===== src/rtl/fetch_unit_if.sv =====
// Fetch unit bus bundle: PC control, execute redirect, memory read port and decode handoff.
// master = the fetch unit itself, slave = the surrounding core/memory/testbench side.
interface fetch_unit_if #(
  parameter int ADDR_W  = 10,
  parameter int INSTR_W = 18
);
  logic               fetch_en;
  logic [ADDR_W-1:0]  pc_addr;
  logic               pc_next;
  logic               pc_jump;
  logic [ADDR_W-1:0]  jump_offset;
  logic               branch_taken;
  logic [ADDR_W-1:0]  branch_offset;
  logic               mem_req;
  logic [ADDR_W-1:0]  mem_addr;
  logic               mem_ack;
  logic [INSTR_W-1:0] mem_rdata;
  logic               instr_valid;
  logic [INSTR_W-1:0] instr;
  logic [ADDR_W-1:0]  instr_addr;
  logic               instr_ready;
  logic               fetch_err;

  modport master (
    input  fetch_en, pc_addr, branch_taken, branch_offset, mem_ack, mem_rdata, instr_ready,
    output pc_next, pc_jump, jump_offset, mem_req, mem_addr, instr_valid, instr, instr_addr,
           fetch_err
  );

  modport slave (
    output fetch_en, pc_addr, branch_taken, branch_offset, mem_ack, mem_rdata, instr_ready,
    input  pc_next, pc_jump, jump_offset, mem_req, mem_addr, instr_valid, instr, instr_addr,
           fetch_err
  );
endinterface


===== src/rtl/fetch_unit.sv =====
// Instruction fetch sequencer: latches PC, reads memory, hands the word to decode, drives PC next/jump.
// Latency: mem_req 2 cycles after fetch_en in IDLE; instr_valid and pc_next the cycle after mem_ack.
// Backpressure: holds the instruction until instr_ready; optional memory timeout under FETCH_TIMEOUT_EN.
module fetch_unit #(
  parameter int ADDR_W         = 10,
  parameter int INSTR_W        = 18,
  parameter int TIMEOUT_CYCLES = 15
) (
  input  logic          clk,
  input  logic          rst,
  fetch_unit_if.master  bus
);

  typedef enum logic [2:0] {
    IDLE     = 3'd0,
    ADDR     = 3'd1,
    FETCH    = 3'd2,
    HOLD     = 3'd3,
    REDIRECT = 3'd4,
    DISCARD  = 3'd5
  } state_t;

  state_t              state_q;
  state_t              resume_d;
  logic                mem_req_q;
  logic                pc_next_q;
  logic                pc_jump_q;
  logic                instr_valid_q;
  logic [ADDR_W-1:0]   mem_addr_q;
  logic [ADDR_W-1:0]   jump_offset_q;
  logic [ADDR_W-1:0]   instr_addr_q;
  logic [INSTR_W-1:0]  instr_q;
  logic                timeout_hit;

  if (TIMEOUT_CYCLES < 1) begin : g_timeout_check
    $error("fetch_unit: TIMEOUT_CYCLES must be at least 1");
  end

  // After a completed or abandoned access: fetch again only while fetch_en permits it.
  always_comb resume_d = bus.fetch_en ? ADDR : IDLE;

`ifdef FETCH_TIMEOUT_EN
  localparam int CNT_W = $clog2(TIMEOUT_CYCLES + 1);

  logic [CNT_W-1:0] wait_cnt_q;
  logic             fetch_err_q;

  // Expires on the last permitted waiting cycle, so mem_req is high for exactly TIMEOUT_CYCLES.
  assign timeout_hit = ((state_q == FETCH) || (state_q == DISCARD)) && !bus.mem_ack &&
                       (wait_cnt_q == CNT_W'(TIMEOUT_CYCLES - 1));

  // Cycles spent waiting on memory; FETCH continuing into DISCARD is one wait.
  always_ff @(posedge clk or posedge rst) begin
    if (rst)                                           wait_cnt_q <= '0;
    else if ((state_q == FETCH) || (state_q == DISCARD)) wait_cnt_q <= wait_cnt_q + 1'b1;
    else                                               wait_cnt_q <= '0;
  end

  // Sticky memory-timeout flag; nothing but rst clears it.
  always_ff @(posedge clk or posedge rst) begin
    if (rst)              fetch_err_q <= 1'b0;
    else if (timeout_hit) fetch_err_q <= 1'b1;
  end

  assign bus.fetch_err = fetch_err_q;
`else
  assign timeout_hit   = 1'b0;
  assign bus.fetch_err = 1'b0;
`endif

  // Main sequencer: state and all registered outputs. A redirect always shows as pc_jump
  // on the following cycle, whatever the state, which keeps the PC bookkeeping simple.
  always_ff @(posedge clk or posedge rst) begin
    if (rst) begin
      state_q       <= IDLE;
      mem_req_q     <= 1'b0;
      pc_next_q     <= 1'b0;
      pc_jump_q     <= 1'b0;
      instr_valid_q <= 1'b0;
      mem_addr_q    <= '0;
      jump_offset_q <= '0;
      instr_addr_q  <= '0;
      instr_q       <= '0;
    end else begin
      pc_next_q <= 1'b0;
      pc_jump_q <= bus.branch_taken;
      if (bus.branch_taken) jump_offset_q <= bus.branch_offset;

      case (state_q)
        IDLE: begin
          if (bus.branch_taken)  state_q <= REDIRECT;
          else if (bus.fetch_en) state_q <= ADDR;
        end

        // One settling cycle so any PC update has landed before the address is latched.
        ADDR: begin
          if (bus.branch_taken) begin
            state_q <= REDIRECT;
          end else begin
            mem_addr_q <= bus.pc_addr;
            mem_req_q  <= 1'b1;
            state_q    <= FETCH;
          end
        end

        FETCH: begin
          if (bus.mem_ack) begin
            mem_req_q <= 1'b0;
            if (bus.branch_taken) begin
              state_q <= REDIRECT;
            end else begin
              instr_q       <= bus.mem_rdata;
              instr_addr_q  <= mem_addr_q;
              instr_valid_q <= 1'b1;
              pc_next_q     <= 1'b1;
              state_q       <= HOLD;
            end
          end else if (timeout_hit) begin
            mem_req_q <= 1'b0;
            state_q   <= IDLE;
          end else if (bus.branch_taken) begin
            state_q <= DISCARD;
          end
        end

        // A redirect beats a same-cycle instr_ready: the held word is on the wrong path.
        HOLD: begin
          if (bus.branch_taken) begin
            instr_valid_q <= 1'b0;
            state_q       <= REDIRECT;
          end else if (bus.instr_ready) begin
            instr_valid_q <= 1'b0;
            state_q       <= resume_d;
          end
        end

        // pc_jump is high here; a fresh redirect keeps us here for another jump.
        REDIRECT: begin
          if (!bus.branch_taken) state_q <= resume_d;
        end

        // The outstanding read must complete before the bus is reused; its data is dropped.
        DISCARD: begin
          if (bus.mem_ack) begin
            mem_req_q <= 1'b0;
            state_q   <= bus.branch_taken ? REDIRECT : resume_d;
          end else if (timeout_hit) begin
            mem_req_q <= 1'b0;
            state_q   <= IDLE;
          end
        end

        default: state_q <= IDLE;
      endcase
    end
  end

  assign bus.mem_req     = mem_req_q;
  assign bus.mem_addr    = mem_addr_q;
  assign bus.pc_next     = pc_next_q;
  assign bus.pc_jump     = pc_jump_q;
  assign bus.jump_offset = jump_offset_q;
  assign bus.instr_valid = instr_valid_q;
  assign bus.instr       = instr_q;
  assign bus.instr_addr  = instr_addr_q;

endmodule


===== src/flat_wrapper.sv =====
// flat-port wrapper written by rule: the top's interface ports become plain ports
module fetch_unit_flat 
#(
  parameter int ADDR_W         = 10,
  parameter int INSTR_W        = 18,
  parameter int TIMEOUT_CYCLES = 15
)
  (clk, rst, bus_fetch_en, bus_pc_addr, bus_branch_taken, bus_branch_offset, bus_mem_ack, bus_mem_rdata, bus_instr_ready, bus_pc_next, bus_pc_jump, bus_jump_offset, bus_mem_req, bus_mem_addr, bus_instr_valid, bus_instr, bus_instr_addr, bus_fetch_err);
  fetch_unit_if #(.ADDR_W(ADDR_W), .INSTR_W(INSTR_W)) bus_i ();
  input  logic clk;
  input  logic rst;
  input wire logic [$bits(bus_i.fetch_en)-1:0] bus_fetch_en;
  input wire logic [$bits(bus_i.pc_addr)-1:0] bus_pc_addr;
  input wire logic [$bits(bus_i.branch_taken)-1:0] bus_branch_taken;
  input wire logic [$bits(bus_i.branch_offset)-1:0] bus_branch_offset;
  input wire logic [$bits(bus_i.mem_ack)-1:0] bus_mem_ack;
  input wire logic [$bits(bus_i.mem_rdata)-1:0] bus_mem_rdata;
  input wire logic [$bits(bus_i.instr_ready)-1:0] bus_instr_ready;
  output wire logic [$bits(bus_i.pc_next)-1:0] bus_pc_next;
  output wire logic [$bits(bus_i.pc_jump)-1:0] bus_pc_jump;
  output wire logic [$bits(bus_i.jump_offset)-1:0] bus_jump_offset;
  output wire logic [$bits(bus_i.mem_req)-1:0] bus_mem_req;
  output wire logic [$bits(bus_i.mem_addr)-1:0] bus_mem_addr;
  output wire logic [$bits(bus_i.instr_valid)-1:0] bus_instr_valid;
  output wire logic [$bits(bus_i.instr)-1:0] bus_instr;
  output wire logic [$bits(bus_i.instr_addr)-1:0] bus_instr_addr;
  output wire logic [$bits(bus_i.fetch_err)-1:0] bus_fetch_err;
  assign bus_i.fetch_en = bus_fetch_en;
  assign bus_i.pc_addr = bus_pc_addr;
  assign bus_i.branch_taken = bus_branch_taken;
  assign bus_i.branch_offset = bus_branch_offset;
  assign bus_i.mem_ack = bus_mem_ack;
  assign bus_i.mem_rdata = bus_mem_rdata;
  assign bus_i.instr_ready = bus_instr_ready;
  assign bus_pc_next = bus_i.pc_next;
  assign bus_pc_jump = bus_i.pc_jump;
  assign bus_jump_offset = bus_i.jump_offset;
  assign bus_mem_req = bus_i.mem_req;
  assign bus_mem_addr = bus_i.mem_addr;
  assign bus_instr_valid = bus_i.instr_valid;
  assign bus_instr = bus_i.instr;
  assign bus_instr_addr = bus_i.instr_addr;
  assign bus_fetch_err = bus_i.fetch_err;
  fetch_unit #(.ADDR_W(ADDR_W), .INSTR_W(INSTR_W), .TIMEOUT_CYCLES(TIMEOUT_CYCLES)) u_core (.clk(clk), .rst(rst), .bus(bus_i));
endmodule

===== config.mk =====
export PLATFORM = sky130hd
export DESIGN_NAME = fetch_unit_flat
export DESIGN_NICKNAME = d
export VERILOG_FILES = /design/src/rtl/fetch_unit_if.sv /design/src/rtl/fetch_unit.sv /design/src/flat_wrapper.sv
export SDC_FILE = /design/constraint.sdc
export NUM_CORES = 1
export LEC_CHECK = 0
export CAP_MARGIN = 20
export CORE_MARGIN = 10
export CORE_UTILIZATION = 60
export CTS_BUF_LIST = sky130_fd_sc_hd__clkbuf_8 sky130_fd_sc_hd__clkbuf_16
export DETAILED_ROUTE_END_ITERATION = 16
export DONT_BUFFER_PORTS = 1
export GPL_TIMING_DRIVEN = 0
export PLACE_DENSITY = 0.76
export SYNTH_ARGS = -nofsm -noshare
export SYNTH_HDL_FRONTEND = slang
export SYNTH_SLANG_ARGS = --single-unit

===== constraint.sdc =====
create_clock -name clk -period 2.2 [get_ports clk]
set_input_delay 0.55 -clock clk [delete_from_list [all_inputs] [get_ports clk]]
set_output_delay 0.55 -clock clk [all_outputs]
set_load 0.01 [all_outputs]

==> implementation parameters <==
Parameter                              Value

Run status
  Status ... complete, no violations

Setup path
  Largest fanout of any net on the critical path ... 10
  Termination of the worst setup path ... u_core.bus.instr[5]$_DFFE_PP0P_
  Launch point of the critical path ... u_core.state_q[0]$_DFFE_PP0P_
  Data required time of the critical path ... 2.38 ns
  Source of the worst register-to-register timing path ... u_core.state_q[0]$_DFFE_PP0P_
  WP data arrival ... 1.89 ns
  FF-to-FF path depth ... 4
  Setup crit end kind ... flop
  Crit path kind ... reg -> reg
  CP startpoint kind ... flop
  Setup slack of the most critical reg-to-reg path ... 0.49 ns
  Worst flop-to-flop path endpoint ... u_core.bus.instr[5]$_DFFE_PP0P_

Synth
  Gate count after technology mapping ... 146
  Post-synthesis adder-cell area fraction ... 0%
  Share of synthesized area spent on multiplexers ... 25.2%
  Library cells used by synthesis ... 27
  Top_reg_cell synth ... sky130_fd_sc_hd__dfrtp_1
  Leading post-synthesis cells by instance count ... 55 x sky130_fd_sc_hd__dfrtp_1, 47 x sky130_fd_sc_hd__mux2_2, 4 x sky130_fd_sc_hd__buf_2, 4 x sky130_fd_sc_hd__nand2_1, 4 x sky130_fd_sc_hd__nor2_1
  Most common cell in the netlist ... sky130_fd_sc_hd__dfrtp_1
  Proportion of netlist area held by the largest area contributor ... 62.9%
  Share of the synthesized netlist area taken by xor and xnor gates ... 0%
  Post-Syn Area ... 2190 sq um
  Share of synthesized cell area in and, or, nand and nor gates ... 5.03%
  Count of synthesis-stage warnings from yosys ... 0
  Yosys reg bits ... 55
  Number of flops mapped to enable cells by yosys ... 0
  Mean instance size in the synthesized netlist ... 15.0 sq um
  Sequential element share of the synthesized area ... 62.9%
  Main combinational cell family by area after synthesis ... multiplexers
  Main area contributors after synthesis ... sky130_fd_sc_hd__dfrtp_1 63%, sky130_fd_sc_hd__mux2_2 24%, sky130_fd_sc_hd__nor4_4 0.97%
  Async SR Flop Fraction ... 100%
  Net count of the mapped netlist ... 190
  Cell type contributing the most total cell area after synthesis ... sky130_fd_sc_hd__dfrtp_1
  Compound-gate portion of the synthesized area ... 3.95%

Place
  Global placement routability congestion ... 0.794
  Half-perimeter wire length of the detailed placement result ... 3600 um
  Port buffer count ... 0

Route
  Total wirelength of the detailed-routed design ... 4560 um
  Post-DRT Antenna Nets ... 0
  Wire length per cell ... 22.7 um
  Highest metal layer used by the detailed router ... met4
  Amount of wire on met2 after detailed routing ... 2310 um
  Initial DRC count ... 52
  Total DRC errors in the routed layout ... 0
  1st-pass router iterations ... 4
  Total length of routed met3 wires ... 702 um
  Met1 Wirelength ... 1530 um
  Detailed-route via count ... 1,188
  Via density per instance ... 5.91

Clock tree
  H-Tree Level Count ... 2
  Clock Path Buffers ... 2
  Source-to-sink clock delay at the later pin of the worst-skew pair ... 0.29 ns
  Clock edge transition at the registers on the reported setup and hold paths ... 0.09 ns
  Number of sinks on the clock net ... 55
  TritonCTS clock tree ... yes
  Root Buffer Master ... sky130_fd_sc_hd__clkbuf_8
  Post-CTS Setup Inserts ... 0
  Resize count post-CTS ... 0
  Hold-fix buffers at CTS ... 0
  Number of buffers created by CTS ... 5

STA
  Timing-limited maximum frequency ... 586 MHz
  Hold Violations, Final ... 0
  Relative max-transition margin ... 51.3%
  Period Utilization, post-route ... 77.6%
  Max-slew violation count ... 0
  RSZ-0062 raised after global routing ... false
  Final period demand of the worst path ... 1.71 ns
  Worst clock skew ... 0.00389 ns
  Setup TNS ... 0 ns
  Slew @ Worst Pin ... 0.724 ns
  Final count of negative-setup-slack endpoints ... 0

Floorplanning
  Width of the chip ... 80.4 um
  Area of the core ... 3440 sq um
  DIE AREA ... 6460 sq um
  DIE HEIGHT ... 80.4 um
  Number of primary I/O pins ... 97
  FP Rows ... 21
  Initial cell density of the core ... 63.6%

Global route
  Gr usage total ... 13.8%
  Maximum number of pins on one net before global-route repair ... 31
  Antenna violations before repair ... 0
  Residual overflow from global routing ... 0
  Global-route wire length before repair ... 6890 um
  Via count of the first global-routing pass ... 1,311

Cells and area
  Number of nets in the finished design ... 198
  # fillers ... 250
  Signed area change from the synthesized netlist to the final layout ... 7.89%
  Ant. Diodes ... 0
  Core Util, Final ... 68.6%
  Layout cell share with drive strength beyond 1 ... 41.3%
  Area of combinational cells with multiple inputs ... 751 sq um
  Area occupied by registers ... 1380 sq um

Hold path
  Worst hold path type ... in -> async

Power
  Cell leakage power ... 1.08 nW
  Peak supply drop ... 0.547 mV
  P per Cell Area ... 1210 nW/um^2

Flow run
  Maximum capacitance violations ... 0
==> cell usage in the layout (no fill, tap or decap), types with 2 or more instances in the layout <==
master | Yosys | layout
sky130_fd_sc_hd__dfrtp_1 | 55 | 55
sky130_fd_sc_hd__clkbuf_8 | 0 | 6
sky130_fd_sc_hd__a31oi_1 | 2 | 2
sky130_fd_sc_hd__clkbuf_1 | 3 | 3
sky130_fd_sc_hd__nand2_1 | 4 | 4
sky130_fd_sc_hd__nor4b_1 | 2 | 2
sky130_fd_sc_hd__mux2_2 | 47 | 47
sky130_fd_sc_hd__buf_2 | 4 | 4
sky130_fd_sc_hd__nor2_1 | 4 | 4
sky130_fd_sc_hd__a21oi_1 | 2 | 2
sky130_fd_sc_hd__a211oi_1 | 2 | 2
sky130_fd_sc_hd__inv_1 | 3 | 3
sky130_fd_sc_hd__o21ai_0 | 3 | 3
==> metal layers <==
| metal | track usage [%] | up-vias |
|---|---|---|
| met3 | 10.5 | 2 |
| met4 | 4.23 | 0 |
| met2 | 21.8 | 63 |
| li1 | - | 535 |
| met5 | 0 | - |
| met1 | 13.8 | 588 |
==> state kept, by name, indices dropped and copies added (netlist names) <==
register and count:
u_core.bus.instr 18, u_core.bus.instr_addr 10, u_core.bus.instr_valid 1, u_core.bus.jump_offset 10, u_core.bus.mem_addr 10, u_core.bus.mem_req 1, u_core.bus.pc_jump 1, u_core.bus.pc_next 1
u_core.state_q 3
==> metrics by stage <==
step	hold slack [ns]	instances	instance area, sq um	setup slack (ns)	power, mW
3_5_place_dp	0.509	193	2270	0.261	2.37
6_report	0.167	201	2360	0.494	2.87
4_1_cts	0.176	201	2360	0.467	2.92
2_1_floorplan	0.529	146	2190	0.307	2.17
5_1_grt	0.194	201	2360	0.364	3.05
3_3_place_gp	0.575	192	2250	-0.111	2.31
==> logic make-up (layout without fill, tap and decap cells) <==
group,Yosys count,after routing
buffers and inverters,12,21
AOI/OAI and AO/OA,13,13
muxes,49,49
other,1,1
and+or+nand+nor,16,16
DFF,55,55
==> report_power, final <==
part           leakage, nW  internal [mW]  total, mW  switching [mW]
combinational        0.326          0.310      0.520           0.209
sequential           0.700           1.36       1.80           0.443
clock               0.0526          0.254      0.550           0.296
total                 1.08           1.92       2.87           0.948
==> critical path, stage by stage, from the launching register on <==
cell and delay (ns):
sky130_fd_sc_hd__dfrtp_1 0.38, sky130_fd_sc_hd__buf_2 0.18, sky130_fd_sc_hd__nor4_2 0.35, sky130_fd_sc_hd__buf_2 0.31, sky130_fd_sc_hd__mux2_2 0.37
==> worst min-delay path by stage <==
stage | slack (ns) | endpoint
floorplan | 0.53 | u_core.bus.instr_addr[7]$_DFFE_PP0P_
global placement | 0.57 | u_core.bus.instr[16]$_DFFE_PP0P_
detailed placement | 0.51 | u_core.bus.instr[12]$_DFFE_PP0P_
CTS | 0.18 | u_core.bus.instr[12]$_DFFE_PP0P_
global route | 0.19 | u_core.bus.instr[12]$_DFFE_PP0P_
finish | 0.17 | u_core.bus.instr[12]$_DFFE_PP0P_
==> final cells by class <==
class	instances	share of cell area [%]
inverters	3	0.477
multi-input cells	79	31.8
repair buffers	1	0.848
clock inverters	2	0.530
well taps	46	2.44
clock buffers	6	3.50
flip-flops and latches	55	58.3
plain buffers	9	2.12
No activity file was read; power rests on OpenSTA's default activity.
